## config.mk

```make
export PLATFORM = sky130hd
export DESIGN_NAME = if_prefetch
export DESIGN_NICKNAME = d
export VERILOG_FILES = /design/src/rtl/if_prefetch.sv
export SDC_FILE = /design/constraint.sdc
export NUM_CORES = 1
export LEC_CHECK = 0
export ABC_AREA = 1
export CORE_AREA = 2 2 213 152
export DETAILED_ROUTE_END_ITERATION = 16
export DIE_AREA = 0 0 215 154
export PLACE_DENSITY = 0.9
export RECOVER_POWER = 25
export SLEW_MARGIN = 5
export SYNTH_ARGS = -nofsm -noshare
export SYNTH_HDL_FRONTEND = slang
export SYNTH_SLANG_ARGS = --single-unit
```

## constraint.sdc

```tcl
create_clock -name ACLK -period 3.6 [get_ports ACLK]
set_input_delay 0.54 -clock ACLK [delete_from_list [all_inputs] [get_ports ACLK]]
set_output_delay 0.54 -clock ACLK [all_outputs]
set_load 0.01 [all_outputs]
```

## src/rtl/if_prefetch.sv

```systemverilog
// Instruction-fetch stage: owns the fetch PC, issues in-order imem requests and buffers
// returning words with their PCs in a small FIFO for decode.
module if_prefetch #(
  parameter int unsigned     XLEN     = 32,
  parameter int unsigned     DEPTH    = 4,
  parameter logic [XLEN-1:0] RESET_PC = '0
) (
  input  logic            ACLK,
  input  logic            ARESETn,
  output logic            imem_req_valid_o,
  input  logic            imem_req_ready_i,
  output logic [XLEN-1:0] imem_req_addr_o,
  input  logic            imem_rsp_valid_i,
  input  logic [XLEN-1:0] imem_rsp_data_i,
  input  logic            flush_i,
  input  logic [XLEN-1:0] flush_addr_i,
  output logic            id_valid_o,
  input  logic            id_ready_i,
  output logic [XLEN-1:0] id_instr_o,
  output logic [XLEN-1:0] id_pc_o,
  output logic [XLEN-1:0] id_pc_next_o
);

  localparam int unsigned    PW      = $clog2(DEPTH);
  localparam int unsigned    CW      = PW + 1;
  localparam logic [CW:0]    DEPTH_W = (CW+1)'(DEPTH);
  localparam logic [XLEN-1:0] PC_INC = XLEN'(4);

  logic [XLEN-1:0] fetch_pc_q, fetch_pc_d;
  logic [XLEN-1:0] rsp_pc_q, rsp_pc_d;
  logic [CW-1:0]   count_q, count_d;
  logic [CW-1:0]   outstanding_q, outstanding_d;
  logic [CW-1:0]   discard_q, discard_d;
  logic [PW-1:0]   wr_ptr_q, wr_ptr_d;
  logic [PW-1:0]   rd_ptr_q, rd_ptr_d;
  logic [XLEN-1:0] instr_mem_q [DEPTH];
  logic [XLEN-1:0] pc_mem_q    [DEPTH];

  logic [CW:0]     inflight;
  logic            req_fire;
  logic            rsp_ok;
  logic            push;
  logic            pop;
  logic [XLEN-1:0] flush_pc;
  logic            unused_flush_lsbs;

  assign flush_pc          = {flush_addr_i[XLEN-1:2], 2'b00};
  assign unused_flush_lsbs = ^flush_addr_i[1:0];

  always_comb begin
    inflight         = {1'b0, outstanding_q} + {1'b0, count_q};
    // Reset term keeps the request quiet while ARESETn is held low.
    imem_req_valid_o = ARESETn && !flush_i && (inflight < DEPTH_W);
    imem_req_addr_o  = fetch_pc_q;
    id_valid_o       = (count_q != '0) && !flush_i;
    id_instr_o       = instr_mem_q[rd_ptr_q];
    id_pc_o          = pc_mem_q[rd_ptr_q];
    id_pc_next_o     = pc_mem_q[rd_ptr_q] + PC_INC;

    req_fire = imem_req_valid_o && imem_req_ready_i;
    rsp_ok   = imem_rsp_valid_i && (outstanding_q != '0);
    pop      = id_valid_o && id_ready_i;
    push     = 1'b0;

    fetch_pc_d    = fetch_pc_q;
    rsp_pc_d      = rsp_pc_q;
    count_d       = count_q;
    discard_d     = discard_q;
    wr_ptr_d      = wr_ptr_q;
    rd_ptr_d      = rd_ptr_q;
    outstanding_d = outstanding_q + CW'(req_fire) - CW'(rsp_ok);

    if (flush_i) begin
      fetch_pc_d = flush_pc;
      rsp_pc_d   = flush_pc;
      count_d    = '0;
      wr_ptr_d   = '0;
      rd_ptr_d   = '0;
      // Every request still in flight after this edge belongs to the old path, including
      // ones already marked for discard, so the discard count becomes the in-flight count.
      discard_d  = outstanding_d;
    end else begin
      if (req_fire) fetch_pc_d = fetch_pc_q + PC_INC;
      if (rsp_ok) begin
        if (discard_q != '0) begin
          discard_d = discard_q - CW'(1);
        end else begin
          push     = 1'b1;
          rsp_pc_d = rsp_pc_q + PC_INC;
          wr_ptr_d = wr_ptr_q + PW'(1);
        end
      end
      if (pop) rd_ptr_d = rd_ptr_q + PW'(1);
      count_d = count_q + CW'(push) - CW'(pop);
    end
  end

  always_ff @(posedge ACLK or negedge ARESETn) begin
    if (!ARESETn) begin
      fetch_pc_q    <= RESET_PC;
      rsp_pc_q      <= RESET_PC;
      count_q       <= '0;
      outstanding_q <= '0;
      discard_q     <= '0;
      wr_ptr_q      <= '0;
      rd_ptr_q      <= '0;
    end else begin
      fetch_pc_q    <= fetch_pc_d;
      rsp_pc_q      <= rsp_pc_d;
      count_q       <= count_d;
      outstanding_q <= outstanding_d;
      discard_q     <= discard_d;
      wr_ptr_q      <= wr_ptr_d;
      rd_ptr_q      <= rd_ptr_d;
    end
  end

  always_ff @(posedge ACLK or negedge ARESETn) begin
    if (!ARESETn) begin
      for (int i = 0; i < DEPTH; i++) begin
        instr_mem_q[i] <= '0;
        pc_mem_q[i]    <= '0;
      end
    end else if (push) begin
      instr_mem_q[wr_ptr_q] <= imem_rsp_data_i;
      pc_mem_q[wr_ptr_q]    <= rsp_pc_q;
    end
  end

`ifndef SYNTHESIS
  rsp_without_request: assert property (@(posedge ACLK) disable iff (!ARESETn)
    imem_rsp_valid_i |-> (outstanding_q != '0));
`endif

endmodule
```

==> results of run 1 <==
[area by class of cell]
cell class / instances / area [sq um] / share of cell area [%]
flip-flops and latches: 321 / 8040 / 38.0
repair buffers: 237 / 2480 / 11.7
inverters: 146 / 563 / 2.66
multi-input cells: 1565 / 8470 / 40.0
clock buffers: 45 / 898 / 4.24
clock inverters: 13 / 190 / 0.899
well taps: 420 / 526 / 2.48
diodes: 1 / 2.50 / 0.0118
[worst register-to-register path: cells and delay by family, from the launching register on]
kind                     cells  cell delay, ns
adder cells (fa/ha/maj)      4            1.02
AO/OA/AOI/OAI                2            0.24
flip-flops                   1            0.38
buffers and inverters        4            0.55
AND/OR/NAND/NOR              2            0.90
[repair_timing]
action                     CTS  global route
pin swaps                    1             8
setup buffers                2            11
gates cloned                 1             1
setup endpoints to repair   21            17
resized for setup           19            67
[state kept, by name, indices dropped and copies added (netlist names), 3 cells and up]
register,count
discard_q,3
instr_mem_q,128
rsp_pc_q,30
count_q,3
pc_mem_q,120
outstanding_q,3
imem_req_addr_o,30
[kinds of logic (layout without fill, tap and decap cells)]
family                     count (synthesis)  after routing
adders and majority gates                 17             17
AOI/OAI and AO/OA                        307            307
other                                      1              7
DFF                                      321            321
muxes                                    140            140
buffers and inverters                    257            441
xor gates and xnor gates                  33             33
and+or+nand+nor                         1062           1062
[layer usage]
metal,vias up,wire (um)
met4,2,1840
met3,154,5190
met2,883,24600
met5,-,13
li1,7317,-
met1,7746,20500
[cells in the final DEF, fill, tap and decap left out, drive strengths merged]
master	count
o221ai	1
a21o	1
dlygate4sd2	5
nand4	24
o21ai	138
clkdlybuf4s50	168
xnor2	3
a32oi	1
o22ai	33
o21bai	3
nand2	582
clkbuf	51
a21oi	104
fa	2
dfrtp	321
a31oi	10
o31ai	3
inv	147
nor2	294
bufbuf	1
nor4	1
diode	1
or2	4
conb	6
xor2	30
dlymetal6s2s	16
clkinvlp	1
nand3	139
nand3b	1
buf	41
clkinv	7
o211ai	13
nor3	16
bufinv	4
and2	1
ha	15
mux2	140
[where the power goes]
group | internal, mW | switching [mW] | leakage, nW
combinational | 3.24 | 4.31 | 5.62
clock | 2.03 | 1.47 | 0.535
sequential | 4.41 | 0.625 | 4.09
total | 9.68 | 6.41 | 10.2
[worst paths after layout]
check                        startpoint                  end  slack (ns)  cells after the start
hold / removal                  ARESETn          rsp_pc_q[6]        0.38                      2
hold reg to reg            pc_mem_q[81]         pc_mem_q[81]        0.50                      1
max in group asynchronous       ARESETn         pc_mem_q[39]        0.75                      3
min in group ACLK               flush_i  imem_req_addr_o[19]        0.49                      5
setup / recovery            rd_ptr_q[0]     id_pc_next_o[19]        0.08                     11
setup reg to reg           discard_q[0]           count_q[2]        0.38                     12
==> flow_summary.ini, run 1 <==
[floorplanning]
rows = 54
ioPinCount = 200
core-area_sq_mm = 0.0309
start_util_pct = 56.7
die_h_um = 154
die_area_sq_mm = 0.0331
die_w_um = 215

[placement]
pre_cts_ws_ns = 0.465
place_congestion = 0.954
placed_area_sq_mm = 0.0197
dp.final_hpwl_um = 34400
port_buffers = 191
dp.cells = 2674

[worst_setup_path]
crit_chain = clkinv_8 > buf_6 > nand2_1 > nand3_1 > nand2_1 > nor2_2 > nand2_1 > nor2_1 > nand4_1 > nand2_1 > clkdlybuf4s50_1
crit_path_start_kind = register
cp_max_fo = 16
critPathKind = register to output port
cp_top_family = simple AND/OR/NAND/NOR gates
slowest_delay_ns = 0.57
worstPathRequired_ns = 3.06
cp_common_cell = nand2_1
cp_num_buf_inv = 3
cp.arrival_ns = 2.98
critPathCaptureType = output port
slowest_stage = dfrtp_4

[routing]
drtIter0Drc = 1818
wl_per_cell_um = 19.0
vias_per_cell = 5.86
vias = 16100
route.detailed.drc = 0
drt-pass1-iter-count = 10
ant_nets = 0
wl_um = 52200

[clock_tree]
clock_latency_ns = 0.59
cts_max_level = 1
cts.root.buffer_cell = clkbuf_16
cts_sinks = 321
clk_pin_slew_ns = 0.06
numCtsBuffers = 31
cts_hold_buffers = 0
cts_tree = done
clock_path_buffers = 3

[outcome]
violations = max-capacitance violations, max-slew violations
status = finished, violations left

[timing]
period_share_pct = 97.9
layout_setup_ws_ns = 0.0767
holdWs_ns = 0.382
layout_min_cycle_time_ns = 3.52
finalSetupViolations = 0
slew_headroom_pct = -31.7
skew_ns = 0.0145
finalSetupTns_ns = 0
max_freq_mhz = 284
report.final.slew_viol_count = 196
worst_pin_slew_ns = 1.97
hold_viol = 0

[layout]
fin_cells = 2748
areaGrowthSynthToFinish_pct = 20.7
fin_area_sq_mm = 0.0212
nNetsFinal = 2389
layout-drive-gt1-share_pct = 14.5
fillers = 2362
final_util_pct = 68.4

[logic_synthesis]
synth_edf_count = 0
yosysSeqAreaShare_pct = 45.8
ys_ff_latch = 321
synthSimpleGateAreaFrac_pct = 25.8
synth_fa_ha_area_share_pct = 1.30
synthTopCellsByCount = nand2_1 (551), dfrtp_1 (321), nor2_1 (272), inv_1 (140), nand3_1 (137)
synth_compound_area_share_pct = 9.42
synth-async-reset-ratio_pct = 100
synth.top_cell.area_share_pct = 45.8
syn_avg_cell_area_sq_um = 8.20
ys_types = 47
synthCells = 2138
post-synth-top-count-cell = nand2_1
synthTopCellsByArea = dfrtp_1 (46%), nand2_1 (12%), mux2_2 (8.5%), nor2_1 (5.8%), nand3_1 (3.9%)
synth-xor-area-share_pct = 1.65
synthMuxAreaShare_pct = 8.99
yosys_most_used_dff = dfrtp_1
synth_top_family_by_area = simple AND/OR/NAND/NOR gates
syn_area_sq_mm = 0.0175
yosys.area.top_type = dfrtp_1
synth-warning-count = 0

[run]
drv_cap = 3

[power_and_ir_drop]
power_density_mw_per_mm2 = 760
leakagePower_nw = 10.2
ir_drop_uv = 732
total_power_mw = 16.1

[global_routing]
first_global_vias = 15900
antenna_found_initial = 3
use_met3_pct = 7.32
grt.met1_usage_pct = 40.4
grt_max_degree = 90
track_usage_pct = 30.9
grt_pass1_wl_um = 82800
met2_usage_pct = 50.5
grt-busiest-layer = met2
grt.overflow.total = 0

[worst_hold_path]
hold_path.class = input pin to asynchronous set/reset pin
Note: power is estimated with default switching activity, not from simulation.
==> run 2: changes to the inputs <==
CORE_AREA = 2 2 208 149   (was 2 2 213 152)
DIE_AREA = 0 0 210 151   (was 0 0 215 154)
DONT_BUFFER_PORTS = 1   (was unset)
PLACE_DENSITY = 0.85   (was 0.9)
==> run 2 against run 1 <==
The run ends with negative hold slack left. Global-route usage is 1.7 points lower. Sequential share of layout area rose by 4.4 points. Critical path type unchanged. Clock power is 2% lower. Clock-buffer cell count grew 1. Setup slack improved by 0.053 ns. Critical endpoint is now id_pc_next_o[17].
==> flow_summary.ini, run 2 (synthesized netlist as in run 1, its figures left out) <==
[outcome]
status = finished, violations left
violations = negative hold slack

[routing]
vias = 14900
drt-pass1-iter-count = 8
ant_nets = 0
vias_per_cell = 5.90
route.detailed.drc = 0
wl_um = 46500
drtIter0Drc = 1520
wl_per_cell_um = 18.4

[floorplanning]
rows = 53
ioPinCount = 200
die_w_um = 210
start_util_pct = 59.2
die_h_um = 151
core-area_sq_mm = 0.0296
die_area_sq_mm = 0.0317

[placement]
port_buffers = 0
dp.cells = 2466
pre_cts_ws_ns = 0.494
dp.final_hpwl_um = 31300
place_congestion = 0.983

[worst_setup_path]
cp.arrival_ns = 2.93
critPathCaptureType = output port
worstPathRequired_ns = 3.06
crit_path_start_kind = register
rrSetupSlack_ns = 0.47
cp_max_fo = 47
r2r-end = discard_q[2]
rr_worst_depth = 13
critPathKind = register to output port
r2r-start = count_q[1]

[clock_tree]
cts_sinks = 321
clock_latency_ns = 0.57
numCtsBuffers = 31
cts_tree = done
cts.root.buffer_cell = clkbuf_16
clk_pin_slew_ns = 0.06
cts_max_level = 1
clock_path_buffers = 3

[power_and_ir_drop]
switching_share_pct = 40.5
combPwrFrac_pct = 39.2
p_int_mw = 8.30
power_density_mw_per_mm2 = 736
seq_power_share_pct = 36.1
p_switching_mw = 5.64
ir_drop_uv = 436
leakagePower_nw = 9.29
power.share.clock_pct = 24.7

[layout]
final_cell_mix = nand2_1 (550), dfrtp_1 (319), nor2_1 (271)
regMostFlops = instr_mem_q
fin_cells = 2525
largest_reg_flops = 128
layout-drive-gt1-share_pct = 14.3
fillers = 2380
layout_commonest_cell = nand2_1
nNetsFinal = 2202
areaGrowthSynthToFinish_pct = 8.08
reg_top3 = instr_mem_q (128), pc_mem_q (120)
antennaDiodeCount = 0

[timing]
slew_headroom_pct = 32.6
finalSetupViolations = 0
skew_ns = 0.0103
report.final.slew_viol_count = 0
max_freq_mhz = 288
finalSetupTns_ns = 0
holdWs_ns = -0.324
worst_pin_slew_ns = 1.00
grt_setup_unrepaired = false
layout_min_cycle_time_ns = 3.47
period_share_pct = 96.4
layout_setup_ws_ns = 0.130
hold_viol = 321

[global_routing]
track_usage_pct = 29.2
grt_pass1_wl_um = 73700
antenna_found_initial = 0
grt.overflow.total = 0
grt_max_degree = 323
first_global_vias = 14000

[run]
drv_cap = 0

[worst_hold_path]
hold_path.class = input pin to asynchronous set/reset pin
==> run 2: cell types whose count changed in the layout (fill, tap and decap cells not counted), sizes merged, moves of 4 or more <==
cell	delta
clkbuf	-4
buf	+8
dlymetal6s2s	-16
clkdlybuf4s50	-168
dlygate4sd2	-5
==> run 2: repair_timing <==
item	in CTS	in global routing
resized for setup	0	6
setup buffers	0	0
hold endpoints to repair	321	321
endpoints found under the setup margin	0	6
==> run 2: per-stage QoR <==
stage / utilization (%) / area (sq um) / hold WS [ns] / total power, mW
after global placement: 60.2 / 17800 / 0.253 / 10.2
after CTS: 63.8 / 18900 / -0.357 / 13.9
after detailed placement: 60.2 / 17800 / 0.252 / 10.4
after floorplan: - / 17600 / 0.244 / 8.85
after global routing: 64.0 / 19000 / -0.348 / 14.8
final: 64.0 / 19000 / -0.324 / 13.9
==> run 2: worst max-delay path, stage by stage (launching register included) <==
cell and delay [ns]:
dfrtp_4 0.54, clkinv_2 0.20, buf_12 0.26, nand2_1 0.12, nand3_1 0.10, nand2_1 0.14, nor2_1 0.17, nand2_1 0.08
nor2_1 0.28, nand2_1 0.13, xor2_1 0.17, buf_4 0.15
==> run 2: metal layers <==
layer / track usage [%] / wire length [um] / vias up / part of all wire, %
met3: 7.92 / 4650 / 112 / 10
li1: - / - / 6925 / -
met4: 11.0 / 1570 / 0 / 3.4
met5: 0 / 0 / - / 0
met2: 47.2 / 21400 / 692 / 46
met1: 38.1 / 18900 / 7168 / 41
==> run 2: worst max path at each step <==
stage                start          endpoint  slack [ns]  cells past startpoint
2_1_floorplan      flush_i      discard_q[2]        0.79                     12
3_3_place_gp    count_q[1]      discard_q[2]        0.62                     13
3_5_place_dp    count_q[1]      discard_q[2]        0.49                     13
4_1_cts        rd_ptr_q[0]  id_pc_next_o[12]        0.01                     11
5_1_grt        rd_ptr_q[0]  id_pc_next_o[16]       0.002                     13
6_report       rd_ptr_q[0]  id_pc_next_o[17]        0.13                     11
==> run 2: power by group through the flow <==
| stage | clock network [mW] | logic [mW] | registers [mW] |
|---|---|---|---|
| final | 3.44 | 5.47 | 5.04 |
| after global routing | 3.63 | 6.07 | 5.12 |
| after CTS | 3.50 | 5.37 | 5.01 |
| after detailed placement | 0 | 5.35 | 5.07 |
| after global placement | 0 | 5.20 | 5.02 |
| after floorplan | 0 | 3.98 | 4.87 |
==> run 2: cell type report <==
cell class	instances	area [sq um]	area share, %
Clock inverter	12	189	0.997
Tap cell	385	482	2.54
Timing Repair Buffer	50	500	2.64
Inverter	146	552	2.91
Sequential cell	321	8040	42.4
Clock buffer	46	882	4.65
Multi-Input combinational cell	1565	8320	43.9
